### config.mk
export PLATFORM = sky130hd
export DESIGN_NAME = grey_scan_flat
export DESIGN_NICKNAME = d
export VERILOG_FILES = /design/src/rtl/grey_scan_if.sv /design/src/rtl/grey_scan.sv /design/src/flat_wrapper.sv
export SDC_FILE = /design/constraint.sdc
export NUM_CORES = 1
export LEC_CHECK = 0
export ABC_AREA = 0
export CELL_PAD_IN_SITES_DETAIL_PLACEMENT = 2
export CELL_PAD_IN_SITES_GLOBAL_PLACEMENT = 2
export CORE_UTILIZATION = 35
export DETAILED_ROUTE_END_ITERATION = 7
export PLACE_DENSITY_LB_ADDON = 0.1
export SLEW_MARGIN = 20
export SYNTH_ARGS = -nofsm -noshare
export SYNTH_HDL_FRONTEND = slang
export SYNTH_SLANG_ARGS = --single-unit
### constraint.sdc
create_clock -name CLK -period 5.75 [get_ports CLK]
set_input_delay 1.15 -clock CLK [delete_from_list [all_inputs] [get_ports CLK]]
set_output_delay 1.15 -clock CLK [all_outputs]
set_load 0.01 [all_outputs]
### src/rtl/grey_scan_if.sv
// grey_scan_if -- bus bundle between the display scanner and its environment.
//   SEL    [5:0]  mode control: [0] freeze, [1] single-digit, [5:2] digit index
//   DIGITS [59:0] twelve 5-bit Gray digits, digit 11 at [59:55] .. digit 0 at [4:0]
//   IO_OUT [7:0]  registered pad bus: [6:0] segments gfedcba, [7] frame marker
interface grey_scan_if;
  logic [5:0]  SEL;
  logic [59:0] DIGITS;
  logic [7:0]  IO_OUT;

  modport master (output SEL, output DIGITS, input IO_OUT);
  modport slave  (input SEL, input DIGITS, output IO_OUT);
endinterface

### src/rtl/grey_scan.sv
// grey_scan -- time-multiplexed 7-segment scanner for the grey decade counter.
// Snapshots the twelve Gray digits once per frame (SNAP), then shows each
// digit for DWELL cycles, most significant first (SCAN). SINGLE shows one
// live digit chosen by SEL[5:2].
// Ports:
//   CLK  rising-edge clock
//   RST  asynchronous active-low reset
//   bus  grey_scan_if.slave (SEL, DIGITS in; IO_OUT out)
// Parameter: DWELL (1..255) cycles per digit.
// Build option: define GREY_SCAN_LZB_EN for leading-zero blanking in SCAN.
module grey_scan #(
  parameter int unsigned DWELL = 4
) (
  input logic        CLK,
  input logic        RST,
  grey_scan_if.slave bus
);

  localparam logic [1:0] SNAP   = 2'd0;
  localparam logic [1:0] SCAN   = 2'd1;
  localparam logic [1:0] SINGLE = 2'd2;

  localparam logic [3:0] IDX_TOP    = 4'd11;
  localparam logic [7:0] DWELL_LAST = 8'(DWELL - 1);

  logic [1:0]  state_q, state_d;
  logic [3:0]  idx_q, idx_d;
  logic [7:0]  dwell_q, dwell_d;
  logic [59:0] snap_q, snap_d;
  logic [7:0]  out_q, out_d;

  function automatic logic [4:0] pick(input logic [59:0] d, input logic [3:0] i);
    logic [4:0] r;
    r = '0;
    for (int unsigned j = 0; j < 12; j++)
      if (4'(j) == i) r = d[j*5 +: 5];
    return r;
  endfunction

  function automatic logic [6:0] seg(input logic [4:0] g);
    logic [4:0] b;
    logic [6:0] s;
    b[4] = g[4];
    for (int unsigned k = 0; k < 4; k++)
      b[3-k] = b[4-k] ^ g[3-k];
    case (b)
      5'd0:    s = 7'h3F;
      5'd1:    s = 7'h06;
      5'd2:    s = 7'h5B;
      5'd3:    s = 7'h4F;
      5'd4:    s = 7'h66;
      5'd5:    s = 7'h6D;
      5'd6:    s = 7'h7D;
      5'd7:    s = 7'h07;
      5'd8:    s = 7'h7F;
      5'd9:    s = 7'h6F;
      default: s = 7'h79;
    endcase
    return s;
  endfunction

`ifdef GREY_SCAN_LZB_EN
  // Blank when every digit from i upward is zero; digit 0 always shows.
  // Gray 00000 is the only encoding of binary 0, so invalid codes count as non-zero.
  function automatic logic lead_zero(input logic [59:0] d, input logic [3:0] i);
    logic z;
    z = 1'b1;
    for (int unsigned j = 0; j < 12; j++)
      if (j >= 32'(i) && d[j*5 +: 5] != 5'd0) z = 1'b0;
    return z && (i != 4'd0);
  endfunction
`endif

  always_comb begin
    state_d = state_q;
    idx_d   = idx_q;
    dwell_d = dwell_q;
    snap_d  = snap_q;
    out_d   = '0;

    if (bus.SEL[1]) begin
      state_d = SINGLE;
    end else begin
      case (state_q)
        SNAP: begin
          if (!bus.SEL[0]) snap_d = bus.DIGITS;
          state_d = SCAN;
          idx_d   = IDX_TOP;
          dwell_d = '0;
        end
        SCAN: begin
          if (dwell_q == DWELL_LAST) begin
            dwell_d = '0;
            if (idx_q == 4'd0) state_d = SNAP;
            else               idx_d   = idx_q - 4'd1;
          end else begin
            dwell_d = dwell_q + 8'd1;
          end
        end
        default: begin
          state_d = SNAP;
          idx_d   = IDX_TOP;
          dwell_d = '0;
        end
      endcase
    end

    // IO_OUT is registered, so it is decoded from the next-state values;
    // this makes the digit appear on the same edge that selects it.
    case (state_d)
      SCAN: begin
        out_d[7] = (idx_d == IDX_TOP);
`ifdef GREY_SCAN_LZB_EN
        out_d[6:0] = lead_zero(snap_d, idx_d) ? 7'h00 : seg(pick(snap_d, idx_d));
`else
        out_d[6:0] = seg(pick(snap_d, idx_d));
`endif
      end
      SINGLE: begin
        out_d[7]   = 1'b1;
        out_d[6:0] = (bus.SEL[5:2] > IDX_TOP) ? 7'h00 : seg(pick(bus.DIGITS, bus.SEL[5:2]));
      end
      default: out_d = '0;
    endcase
  end

  always_ff @(posedge CLK or negedge RST) begin
    if (!RST) begin
      state_q <= SNAP;
      idx_q   <= IDX_TOP;
      dwell_q <= '0;
      snap_q  <= '0;
      out_q   <= '0;
    end else begin
      state_q <= state_d;
      idx_q   <= idx_d;
      dwell_q <= dwell_d;
      snap_q  <= snap_d;
      out_q   <= out_d;
    end
  end

  assign bus.IO_OUT = out_q;

endmodule
### src/flat_wrapper.sv
// flat-port wrapper written by rule: the top's interface ports become plain ports
module grey_scan_flat 
#(
  parameter int unsigned DWELL = 4
)
  (CLK, RST, bus_SEL, bus_DIGITS, bus_IO_OUT);
  grey_scan_if bus_i ();
  input logic CLK;
  input logic RST;
  input wire logic [$bits(bus_i.SEL)-1:0] bus_SEL;
  input wire logic [$bits(bus_i.DIGITS)-1:0] bus_DIGITS;
  output wire logic [$bits(bus_i.IO_OUT)-1:0] bus_IO_OUT;
  assign bus_i.SEL = bus_SEL;
  assign bus_i.DIGITS = bus_DIGITS;
  assign bus_IO_OUT = bus_i.IO_OUT;
  grey_scan #(.DWELL(DWELL)) u_core (.CLK(CLK), .RST(RST), .bus(bus_i));
endmodule
Word-level counts from Yosys, hierarchy flattened:

Memory sizes are Yosys's and may differ from the RTL's.
Cells that the tools add are included.

* flip-flop bits (word level): 82
* memory bits (read-only): 224
* bits of input ports: 68
* logic and storage cells: 92
* memories: 2

* add/sub/neg operators: 2
* $lt $le $gt $ge: 1
* eq/ne operators: 27
* multiplexer cells: 43
* bitwise logic cells: 8
* reductions and logical operators: 4

Memories
* (name not given): depth 16, width 7, read ports 1, clocked after Yosys merged registers in 0, wr ports 0, line grey_scan.sv:46 `case (b)`
* (name not given): depth 16, width 7, read ports 1, clocked after Yosys merged registers in 0, wr ports 0, line grey_scan.sv:46

Operators by type and width (count)
* 2-to-1 mux 60 bit: 3
* 2-to-1 mux 5 bit: 26
* equality test 3 x 4 -> 1 bit (first input constant): 8
* equality test 4 bit (first input constant): 8
* 2-to-1 mux 7 bit: 3
* equality test 2 x 4 -> 1 bit (first input constant): 4
* 2-to-1 mux 4 bit: 4
* 2-to-1 mux 8 bit: 2
* case mux 8 bit (2 select lines): 1
* logical NOT 4 bit: 3
* adder 8 x 1 -> 8 bit (second input constant): 1
* equality test 1 x 4 -> 1 bit (first input constant): 2
* equality test 8 x 2 -> 1 bit (second input constant): 1
* XOR 1 bit: 8
* 2-to-1 mux 2 bit: 3
* equality test 2 x 1 -> 1 bit (second input constant): 2
* equality test 4 bit (second input constant): 1
* > comparator 4 bit (second input constant): 1
* case mux 2 bit (2 select lines): 1
* subtractor 4 x 1 -> 4 bit (second input constant): 1
* equality test 2 bit (second input constant): 1
* logical NOT 2 bit: 1

Logic depth before layout (Yosys ltp):

An unclocked memory read counts as a cell.

* word-level depth: 26
* gate-level depth with buffers: 19
* mapped depth without buffers: 17

Worst setup path before layout:

Ideal clock, no wire load.

* kind: in2reg
* start: input bus_SEL[1]
* end: register u_core.out_q[3] (netlist: u_core.bus.IO_OUT[3])
* setup time: 0.099 ns
* arrival: 5.177 ns
* path slack: 0.473 ns
* stages on the path: 17
* path through: buf_2 > nor4_2 > buf_2 > buf_2 > buf_2 > buf_4 > buf_2 > mux2_2 > a222oi_1 > o21ai_0 > o2bb2ai_1 > ha_1 > inv_1 > ha_1 > xor2_1 > mux2_1 > a311oi_1

RTL lines
* from (decl): line flat_wrapper.sv:10 `input wire logic [$bits(bus_i.SEL)-1:0] bus_SEL;`
* 2-to-1 mux 60 bit *: line grey_scan.sv:81 `if (bus.SEL[1]) begin`
* via u_core.snap_d[31]: line grey_scan.sv:29 `logic [59:0] snap_q, snap_d;`
* 2-to-1 mux 5 bit * (6 in a row): line grey_scan.sv:36 `if (4'(j) == i) r = d[j*5 +: 5];`
* 2-to-1 mux 5 bit *: line grey_scan.sv:110 `case (state_d)`
* XOR 1 bit *: line grey_scan.sv:45 `b[3-k] = b[4-k] ^ g[3-k];`
* XOR 1 bit: line grey_scan.sv:45
* memory read (16 x 7 bit) *
* 2-to-1 mux 7 bit *: line grey_scan.sv:46
* case mux 8 bit (2 select lines) *: line grey_scan.sv:110
* via u_core.out_d[3]: line grey_scan.sv:30 `logic [7:0] out_q, out_d;`
* to (signal assigned): line grey_scan.sv:139 `out_q <= out_d;`
* to (decl): line grey_scan.sv:30

The timed path passes the listed nets; every way through them passes the cells marked *. The select of a mux whose other input is x is not followed.
A chain may end at the register's enable or synchronous reset.

Worst setup path in the final report:

* start: input bus_SEL[1]
* end: register u_core.out_q[3] (netlist: u_core.bus.IO_OUT[3])

* cells in the longest elaborated chain, start to end: 22

Ends and longest elaborated chain (line)
* 2-to-1 mux 4 bit: grey_scan.sv:81
* logical NOT 4 bit: grey_scan.sv:36
* 2-to-1 mux 5 bit (12 in a row): grey_scan.sv:36
* 2-to-1 mux 5 bit: grey_scan.sv:110
* XOR 1 bit (4 in a row): grey_scan.sv:45
* memory read (16 x 7 bit)
* 2-to-1 mux 7 bit: grey_scan.sv:46
* case mux 8 bit (2 select lines) *: grey_scan.sv:110
* via u_core.out_d[3]: grey_scan.sv:30

Marked as above.

==> out/results.md <==
| Stage | Parameter | Reported |
| --- | --- | --- |
| run status | Outcome | finished clean |
| logic synthesis | Total standard cell area after synthesis | 0.005201 sq mm |
| worst setup path | Crit path max-delay family | buffers and inverters |
| worst setup path | Crit-path cells | clkdlybuf4s50_1 -> nor4_4 -> buf_4 -> mux2i_1 -> buf_4 -> a222oi_1 -> o32a_1 -> o22ai_2 -> xor2_1 -> xnor2_1 -> ha_1 -> inv_1 -> ha_1 -> xor2_1 -> mux2_1 -> a311oi_1 |
| worst setup path | Crit Path Class | in -> reg |
| die | Die area | 0.01535 sq mm |
| layout | Synth-to-Final Area Change | 25.52% |
| routing | Total number of vias | 4273 |
| die | Number of placement rows | 44 |
| grt | Overall track demand over capacity in global routing | 24.35% |
| pwr | Standby leakage power | 0.002628 uW |
| clocking | Clock sink count | 82 |
| clocking | Clock buffers created by TritonCTS | 9 |
| grt | Pin count of the biggest net entering global routing | 83 |
| sta | Total count of hold-check failures in the final report | 0 |
| logic synthesis | EDFF count, synth | 0 |
| clocking | Clock Pin Slew Worst Setup and Hold Paths | 0.07 ns |
| logic synthesis | Mean Syn Cell Area | 10.49 sq um |
| routing | Vias per cell | 5.600 |
| worst setup path | Crit path max fanout | 10 |
| worst setup path | Crit Reg-Reg Startpoint | u_core.dwell_q[0] |
| grt | Antenna violations before repair | 0 |
| worst setup path | Required @ worst endpoint | 6.01 ns |
| placement | Buffers on Ports | 75 |
| placement | Post-DP HPWL | 13.43 mm |
| placement | Placement-stage worst setup slack | -0.03096 ns |
| sta | Setup repair after global routing missed its margin | false |
| grt | Via count of the first global-routing pass | 4773 |
| worst setup path | Critical Path Start | bus_SEL[1] |
| layout | Number of inserted filler cells in the final layout | 1547 |
| sta | Final hold slack | 0.4911 ns |
| sta | Worst-case headroom to the max-slew limit | 37.73% |
| routing | Routed len/inst | 22.83 microns |
| layout | Number of nets in the layout | 659 |
| routing | Final ANT Viol Nets | 0 |
| worst setup path | Kind of capture point of the worst setup path | register |
| sta | Setup slack after layout | 0.3887 ns |
| worst setup path | Worst-path cell with the longest stage delay | sky130_fd_sc_hd__nor4_4 |
| clocking | Clock H-tree levels | 3 |
| clocking | Post-CTS setup buffer count | 0 |
| die | Core footprint | 0.01453 sq mm |
| die | Horizontal die dimension | 123.9 microns |
| min path | Worst min-delay path class | reg -> reg |
| clocking | Number of buffers on the longest clock path | 2 |
| worst setup path | Data arrival time at the worst-slack endpoint | 5.63 ns |
| routing | Total wirelength of the detailed-routed design | 17.42 mm |
| logic synthesis | Count of unique library cells instantiated by Yosys | 70 |
| worst setup path | Count of buffering cells on the critical path with inverters included | 4 |
| pwr | Worst voltage drop across the vdd grid | 0.0001209 V |
| layout | Core utilization of the finished layout | 44.92% |
| sta | Worst Max-Slew Pin Slew | 0.9274 ns |
| min path | Hold Crit Start | u_core.snap_q[47] |
| die | I/O pins | 76 |
| layout | Antenna Cells | 0 |
| routing | Iteration count of the initial detailed-routing pass | 5 |
| grt | Wire length of the first global-routing pass | 27.32 mm |
| sta | Max-slew violations | 0 |
| clocking | Clk Tree Root Cell | sky130_fd_sc_hd__clkbuf_16 |
| run | Number of max-capacitance violations reported | 0 |
| logic synthesis | Post-Synthesis Net Count | 581 |
| logic synthesis | Number of warnings reported in the yosys synthesis log | 0 |
| clocking | Number of hold buffers added after cts | 0 |
| sta | Setup clock skew after layout | 0.008748 ns |
| placement | Gpl congestion | 0.8659 |
| layout | Ratio of cells with drive above 1 in the final layout | 22.11% |
| sta | Final Cycle Share | 93.24% |
| logic synthesis | Sequential-to-total area share from yosys stat | 39.52% |
| die | Starting Density | 35.79% |
| pwr | Ratio of total power to cell area | 284.6 mW/mm^2 |
| sta | Minimum clock period | 5.361 ns |
| logic synthesis | Share of flip-flops with an asynchronous set or reset | 100.0% |
| sta | Peak Freq | 186.5 MHz |
| grt | Total overflow reported by the global router | 0 |
| clocking | Post-CTS resize count | 0 |
| logic synthesis | Flops & latches, synth | 82 |
| routing | Initial detailed-routing violation count | 184 |
| clocking | Clock tree from TritonCTS | built |
| logic synthesis | Most used flip-flop cell after synthesis | sky130_fd_sc_hd__dfrtp_1 |
| routing | DRC violations left | 0 |
| logic synthesis | Synthesized instance count | 496 |
| sta | Final setup violation count | 0 |
| clocking | Insertion delay to the later sink of the worst-skew pair | 0.36 ns |
| die | Vert. Die Dim | 123.9 microns |
| worst setup path | Type of origin of the critical path | input pin |
| worst setup path | Max stage delay on crit path | 0.63 ns |
per-stage QoR:
step / cells / cell area (sq um) / setup TNS [ns] / total power (uW)
CTS: 763 / 6525 / 0 / 1884
detailed placement: 747 / 6223 / -0.03096 / 1275
floorplan: 496 / 5201 / 0 / 1046
finish: 763 / 6529 / 0 / 1858
global route: 763 / 6529 / 0 / 1961
global placement: 747 / 6223 / 0 / 1246
kinds of logic after synthesis:
group                      share of synthesized area, %
AOI/OAI and AO/OA                                 15.68
xor gates and xnor gates                          1.684
adders and majority gates                         4.089
buffers and inverters                             3.897
DFF                                               39.52
muxes                                             22.78
and+or+nand+nor                                   12.34
worst reg2reg max path, cell delays in order, from the launching register on:
cell and delay, ns:
sky130_fd_sc_hd__dfrtp_1 0.40, sky130_fd_sc_hd__ha_1 0.27, sky130_fd_sc_hd__or3b_2 0.58, sky130_fd_sc_hd__nor4_4 0.53, sky130_fd_sc_hd__buf_4 0.26, sky130_fd_sc_hd__mux2i_1 0.10, sky130_fd_sc_hd__buf_4 0.18, sky130_fd_sc_hd__a222oi_1 0.44
sky130_fd_sc_hd__o32a_1 0.22, sky130_fd_sc_hd__o22ai_2 0.14, sky130_fd_sc_hd__xor2_1 0.19, sky130_fd_sc_hd__xnor2_1 0.15, sky130_fd_sc_hd__ha_1 0.40, sky130_fd_sc_hd__inv_1 0.13, sky130_fd_sc_hd__ha_1 0.32, sky130_fd_sc_hd__xor2_1 0.17
sky130_fd_sc_hd__mux2_1 0.29, sky130_fd_sc_hd__a311oi_1 0.26
flip-flops by register name, summed over array words and instances, names as in the netlist:
| name | flops |
|---|---|
| u_core.dwell_q | 8 |
| u_core.state_q | 2 |
| u_core.snap_q | 60 |
| u_core.idx_q | 4 |
| u_core.bus.IO_OUT | 8 |
worst paths after layout:
check	end	slack, ns	depth (start not counted)
max	u_core.bus.IO_OUT[3]	0.39	16
min	u_core.snap_q[47]	0.49	2
max reg2reg	u_core.bus.IO_OUT[3]	0.63	17
min reg2reg	u_core.snap_q[47]	0.49	2
max in group asynchronous	u_core.snap_q[45]	4.36	1
min in group asynchronous	u_core.snap_q[12]	0.86	1
power by group:
part,internal [uW],total (uW),switching (uW)
combinational,257,555,298
clock,340,600,261
sequential,675,703,28.1
area by class of cell:
cell class              instances  area (sq um)  area share, %
clock buffers                   9         225.2          3.450
well taps                     184         230.2          3.526
clock inverters                 7         76.32          1.169
inverters                      20         75.07          1.150
repair buffers                 95         914.6          14.01
flip-flops and latches         82          2056          31.49
multi-input cells             366          2952          45.21
layout by cell type, fill, tap and decap left out, drive strengths merged, types with 3 or more instances in the layout:
cell type	instances
nand3	7
mux2i	28
a311oi	4
and3	5
nand2	37
or2	3
o211ai	5
dfstp	3
xnor2	6
and2	5
inv	22
a21oi	17
dfrtp	79
a221oi	4
clkdlybuf4s50	74
a21boi	3
nor2	24
a211oi	3
xor2	4
o31ai	6
o21a	6
a22oi	7
o21ai	26
nand4	7
clkbuf	9
ha	17
buf	21
mux2	70
nor3	11
mux4	5
nor2b	12
o22ai	3
a31oi	7
synthesized netlist by cell type (6+ instances only):
library cell | number | share of area [%]
sky130_fd_sc_hd__nor2_1 | 24 | 1.7
sky130_fd_sc_hd__nor2b_1 | 12 | 1.4
sky130_fd_sc_hd__nand4_1 | 7 | 0.84
sky130_fd_sc_hd__o21a_1 | 6 | 0.87
sky130_fd_sc_hd__o21ai_0 | 24 | 2.3
sky130_fd_sc_hd__ha_1 | 17 | 4.1
sky130_fd_sc_hd__a31oi_1 | 7 | 0.84
sky130_fd_sc_hd__nand3_1 | 7 | 0.67
sky130_fd_sc_hd__nand2_1 | 36 | 2.6
sky130_fd_sc_hd__buf_2 | 6 | 0.58
sky130_fd_sc_hd__mux2i_1 | 28 | 5.4
sky130_fd_sc_hd__dfrtp_1 | 79 | 38
sky130_fd_sc_hd__o31ai_1 | 6 | 0.87
sky130_fd_sc_hd__nor3_1 | 11 | 1.1
sky130_fd_sc_hd__clkbuf_1 | 14 | 1.0
sky130_fd_sc_hd__mux2_2 | 65 | 14
sky130_fd_sc_hd__inv_1 | 20 | 1.4
sky130_fd_sc_hd__xnor2_1 | 6 | 1.0
sky130_fd_sc_hd__a22oi_1 | 7 | 1.0
sky130_fd_sc_hd__a21oi_1 | 16 | 1.5
routing by layer:
| metal | up-vias | track usage, % | share of wire, % |
|---|---|---|---|
| met5 | - | 0 | 0 |
| met4 | 0 | 9.077 | 2.2 |
| met3 | 22 | 3.846 | 4.2 |
| met2 | 95 | 41.74 | 49 |
| met1 | 2173 | 30.75 | 44 |
| li1 | 1983 | - | - |
Power figures use the tool's default switching activity.
